===== src/rtl/chan_requester.sv =====
// Per-port requester for the crossbar channel arbiter: takes a packet descriptor,
// requests the channel, waits for the grant pulse, then streams the packet out of the data FIFO.
module chan_requester #(
    parameter int DATA_W = 32,
    parameter int LEN_W  = 8,
    parameter int WAIT_W = 8
) (
    input  logic              i_clk,
    input  logic              i_rst_n,
    input  logic              i_desc_vld,
    input  logic [LEN_W-1:0]  i_desc_len,
    output logic              o_desc_rdy,
    output logic              o_rd_en,
    input  logic [DATA_W-1:0] i_rd_data,
    output logic              o_chann_req,
    input  logic              i_chan_resp,
    input  logic              i_chan_nresp,
    output logic [DATA_W-1:0] o_data,
    output logic              o_data_vld,
    output logic              o_end,
    output logic [WAIT_W-1:0] o_wait_cnt,
    output logic              o_proto_err
);

    localparam logic [1:0] ST_IDLE  = 2'd0;
    localparam logic [1:0] ST_REQ   = 2'd1;
    localparam logic [1:0] ST_XFER  = 2'd2;
    localparam logic [1:0] ST_DRAIN = 2'd3;

    localparam logic [LEN_W-1:0]  LEN_ONE  = LEN_W'(1);
    localparam logic [WAIT_W-1:0] WAIT_ONE = WAIT_W'(1);
    localparam logic [WAIT_W-1:0] WAIT_MAX = '1;

    logic [1:0]        state_q, state_d;
    logic [LEN_W-1:0]  len_q, len_d;
    logic [LEN_W-1:0]  cnt_q, cnt_d;
    logic [WAIT_W-1:0] wait_q, wait_d;
    logic              perr_q, perr_d;
    logic              vld_q, end_q;
    logic              rd_en;
    logic              last_rd;

    // Not-granted only tells us we lost this round; the request is simply held.
    logic unused_nresp;
    assign unused_nresp = i_chan_nresp;

    assign rd_en   = (state_q == ST_XFER);
    assign last_rd = rd_en && (cnt_q == (len_q - LEN_ONE));

    always_comb begin
        // NOTE: every signal gets a default before the case so no path leaves it unassigned (no latch).
        state_d = state_q;
        len_d   = len_q;
        cnt_d   = cnt_q;
        wait_d  = wait_q;
        perr_d  = perr_q;

        case (state_q)
            ST_IDLE: begin
                // A zero-length descriptor is accepted and dropped without requesting.
                if (i_desc_vld && (i_desc_len != '0)) begin
                    len_d   = i_desc_len;
                    cnt_d   = '0;
                    wait_d  = '0;
                    state_d = ST_REQ;
                end
            end
            ST_REQ: begin
                if (wait_q != WAIT_MAX) begin
                    wait_d = wait_q + WAIT_ONE;
                end
                if (i_chan_resp) begin
                    state_d = ST_XFER;
                end
            end
            ST_XFER: begin
                cnt_d = cnt_q + LEN_ONE;
                if (last_rd) begin
                    state_d = ST_DRAIN;
                end
            end
            default: begin
                state_d = ST_IDLE;
            end
        endcase

        if (i_chan_resp && (state_q != ST_REQ)) begin
            perr_d = 1'b1;
        end
    end

    always_ff @(posedge i_clk or negedge i_rst_n) begin
        if (!i_rst_n) begin
            state_q <= ST_IDLE;
            len_q   <= '0;
            cnt_q   <= '0;
            wait_q  <= '0;
            perr_q  <= 1'b0;
            vld_q   <= 1'b0;
            end_q   <= 1'b0;
        end else begin
            // NOTE: non-blocking assignments so every register samples pre-edge values.
            state_q <= state_d;
            len_q   <= len_d;
            cnt_q   <= cnt_d;
            wait_q  <= wait_d;
            perr_q  <= perr_d;
            vld_q   <= rd_en;
            end_q   <= last_rd;
        end
    end

    assign o_desc_rdy  = (state_q == ST_IDLE);
    assign o_chann_req = (state_q == ST_REQ);
    assign o_rd_en     = rd_en;
    assign o_data      = i_rd_data;
    assign o_data_vld  = vld_q;
    assign o_end       = end_q;
    assign o_wait_cnt  = wait_q;
    assign o_proto_err = perr_q;

endmodule


===== config.mk =====
export PLATFORM = sky130hd
export DESIGN_NAME = chan_requester
export DESIGN_NICKNAME = d
export VERILOG_FILES = /design/src/rtl/chan_requester.sv
export SDC_FILE = /design/constraint.sdc
export NUM_CORES = 1
export LEC_CHECK = 0
export ABC_AREA = 1
export BUFFER_PORTS_ARGS = -buffer_cell sky130_fd_sc_hd__buf_2
export CORE_MARGIN = 2
export CORE_UTILIZATION = 42
export CTS_BUF_LIST = sky130_fd_sc_hd__clkbuf_16
export DETAILED_ROUTE_END_ITERATION = 16
export GPL_TIMING_DRIVEN = 0
export PLACE_DENSITY = 0.72
export SLEW_MARGIN = 5
export SYNTH_ARGS = -nofsm -noshare
export SYNTH_HDL_FRONTEND = slang
export SYNTH_SLANG_ARGS = --single-unit

===== constraint.sdc =====
create_clock -name i_clk -period 3.9 [get_ports i_clk]
set_input_delay 0.39 -clock i_clk [delete_from_list [all_inputs] [get_ports i_clk]]
set_output_delay 0.39 -clock i_clk [all_outputs]
set_load 0.02 [all_outputs]

==> results.cfg <==
[outcome]
status = complete, no violations

[pwr]
seq_power_share = 0.298
p_int_mw = 0.879
power_switching_mw = 0.654
power_frac_comb = 0.474
p_sw_frac = 0.427
power_density_nw_per_um2 = 612
p_clk_frac = 0.228
p_leak_nw = 1.35
p_total_mw = 1.53
peakVddDrop_v = 0.000331

[cells_and_area]
fill_cells = 473
area_delta_synth_final_pct = 24.1
multi_input_area_um2 = 937
drive_above_1_share = 0.363
nets = 380
regArea_um2 = 726
fin_area_um2 = 2500
num_antenna_cells = 0
instances_no_fill = 382

[synth]
synthMuxAreaShare = 0
synth.yosys.seq_area_share = 0.360
syn-mean-instance-area_um2 = 7.64
synth-simple-area-share = 0.290
synth_top_family_by_area = simple AND/OR/NAND/NOR gates
synthCells = 264
synth-xor-area-share = 0.0608
yosys_warnings = 0
ys_ff_latch = 29
netlist_area_um2 = 2020
ys_types = 29
synth_compound_area_frac = 0.0701
synthesis.nets = 316
synth-adder-area-share = 0.0434

[routing]
postRouteAntennaNets = 0
routedWlPerCell_um = 11.0
dr.first_iter.drc_count = 86
first_pass_iters = 4
vias_per_cell = 4.71
via_count = 1799
wirelength_um = 4210
drc_errors = 0

[clock_tree]
cts_tree = yes
cts-resized-gates = 0
cts_hold_buf = 0
post_cts_buffers = 0
clk_latency_ps = 270
cts.reportedPaths.clkPinSlew_ps = 50
clock_path_buffers = 2
root_buffer = clkbuf_16
cts_max_level = 2
cts_sinks = 29
cts_made_buffers = 5

[critical_path]
critPathMaxFanout = 10
critPathCaptureType = register
reg2reg_to = cnt_q[2]
reg2reg_from = state_q[0]
start_kind = register
worstPathRequired_ps = 4110
criticalPathCategory = reg -> reg
r2r_slack_ps = 2120
crit_arrival_ps = 1990
reg2regPathDepth = 8

[placement]
place_inst = 375
dp_hpwl_um = 3280
dp_slack_ps = 2110
gp_congestion = 0.785
placed_cell_area_um2 = 2370
port_buffers = 57

[sta]
setup_ws_ps = 2120
timing_hold_violations_final = 0
relSlewSlack = 0.580
final.setup.tns_ps = 0
setup_viol = 0
finalCritPeriodShare = 0.457
timing.fmax_mhz = 561
rsz0062_at_grt = no
finalClockSkew_ps = 2.29
min_period_ps = 1780
finalMaxSlewViolations = 0
worstMarginPinSlew_ps = 631

[run]
drv_cap = 0

[global_route]
antenna_found_initial = 0
grt_max_degree = 30
grt_pass1_wl_um = 6920
grt-ovfl-total = 0
grtUsageTotal = 0.167
grt_pass1_vias = 1634

[die]
rows = 25
die_w_um = 73.3
dieHeight_um = 73.3
start_util = 0.430
ioPinCount = 91
core_area_um2 = 4690
die_area_um2 = 5380

[min_path]
hold_class = in -> async
## through the flow
step | hold slack [ps] | utilization
finish | 134 | 0.534
global route | 195 | 0.534
CTS | 170 | 0.534
detailed placement | 439 | 0.505
global placement | 437 | 0.505
floorplan | 94.4 | -
## registers in the layout (all words and copies together) (netlist names)
name / flops
o_end: 1
o_proto_err: 1
state_q: 2
o_data_vld: 1
cnt_q: 8
o_wait_cnt: 8
len_q: 8
## Yosys cell counts, drive strengths merged
cell type,n,area [um2]
a21o,1,7.51
a21oi,6,37.5
and3,1,6.26
buf,36,273
dfrtp,29,726
ha,7,87.6
inv,22,82.6
nand2,76,300
nand3,19,100
nand4,3,18.8
nor2,20,80.1
nor3,5,30.0
nor4,2,12.5
o21ai,17,96.4
or2,6,37.5
xnor2,4,35.0
xor2,10,87.6
## cells in the final DEF, fill, tap and decap left out, types with 2 or more instances in the layout
cell	n
nand2_1	72
nor4_1	2
nand3_1	18
o21ai_0	4
dfrtp_1	29
nor3_1	4
nor2_1	18
o21ai_2	3
nand4_1	3
a21oi_2	2
a21oi_1	4
nand2_2	3
or2_2	5
xor2_1	10
clkbuf_16	5
xnor2_1	4
ha_1	7
buf_6	2
nor2_2	2
inv_1	20
buf_4	32
inv_2	3
buf_2	59
o21ai_1	10
## cells by family (layout without fill, tap and decap cells)
group,after synthesis,after routing
buffers and inverters,58,122
xor gates and xnor gates,14,14
and+or+nand+nor,132,132
AOI/OAI and AO/OA,24,24
DFF,29,29
adders and majority gates,7,7
## worst max-delay path, stage by stage (launching register included)
cell and delay (ps):
dfrtp_1 410, inv_1 90, ha_1 320, inv_1 180
or2_1 300, nand2_2 110, buf_6 150, a21oi_2 50
nor2_1 100
## per-layer routing
metal | GRT usage | wire, um
met1 | 0.194 | 1820
met2 | 0.293 | 2070
met3 | 0.0370 | 218
met4 | 0.0768 | 103
met5 | 0 | 0
## layout make-up
type	count	area share
Buffer	36	0.109
Clock buffer	5	0.0500
Clock inverter	2	0.00300
Inverter	22	0.0330
Multi-Input combinational cell	177	0.374
Sequential cell	29	0.290
Tap cell	54	0.0270
Timing Repair Buffer	57	0.114
## worst max path at each step
stage	start	endpoint
floorplan	state_q[0]	cnt_q[6]
global placement	state_q[0]	cnt_q[3]
detailed placement	state_q[0]	cnt_q[6]
CTS	state_q[0]	cnt_q[6]
global route	state_q[0]	cnt_q[6]
finish	state_q[0]	cnt_q[2]
## power groups by stage
stage	sequential, mW	clock, mW	combinational (mW)
after global placement	0.460	0	0.715
after global routing	0.470	0.374	0.829
after CTS	0.458	0.358	0.734
final	0.457	0.350	0.726
after detailed placement	0.463	0	0.728
after floorplan	0.457	0	0.556
Note: power is estimated with default switching activity, not from simulation.
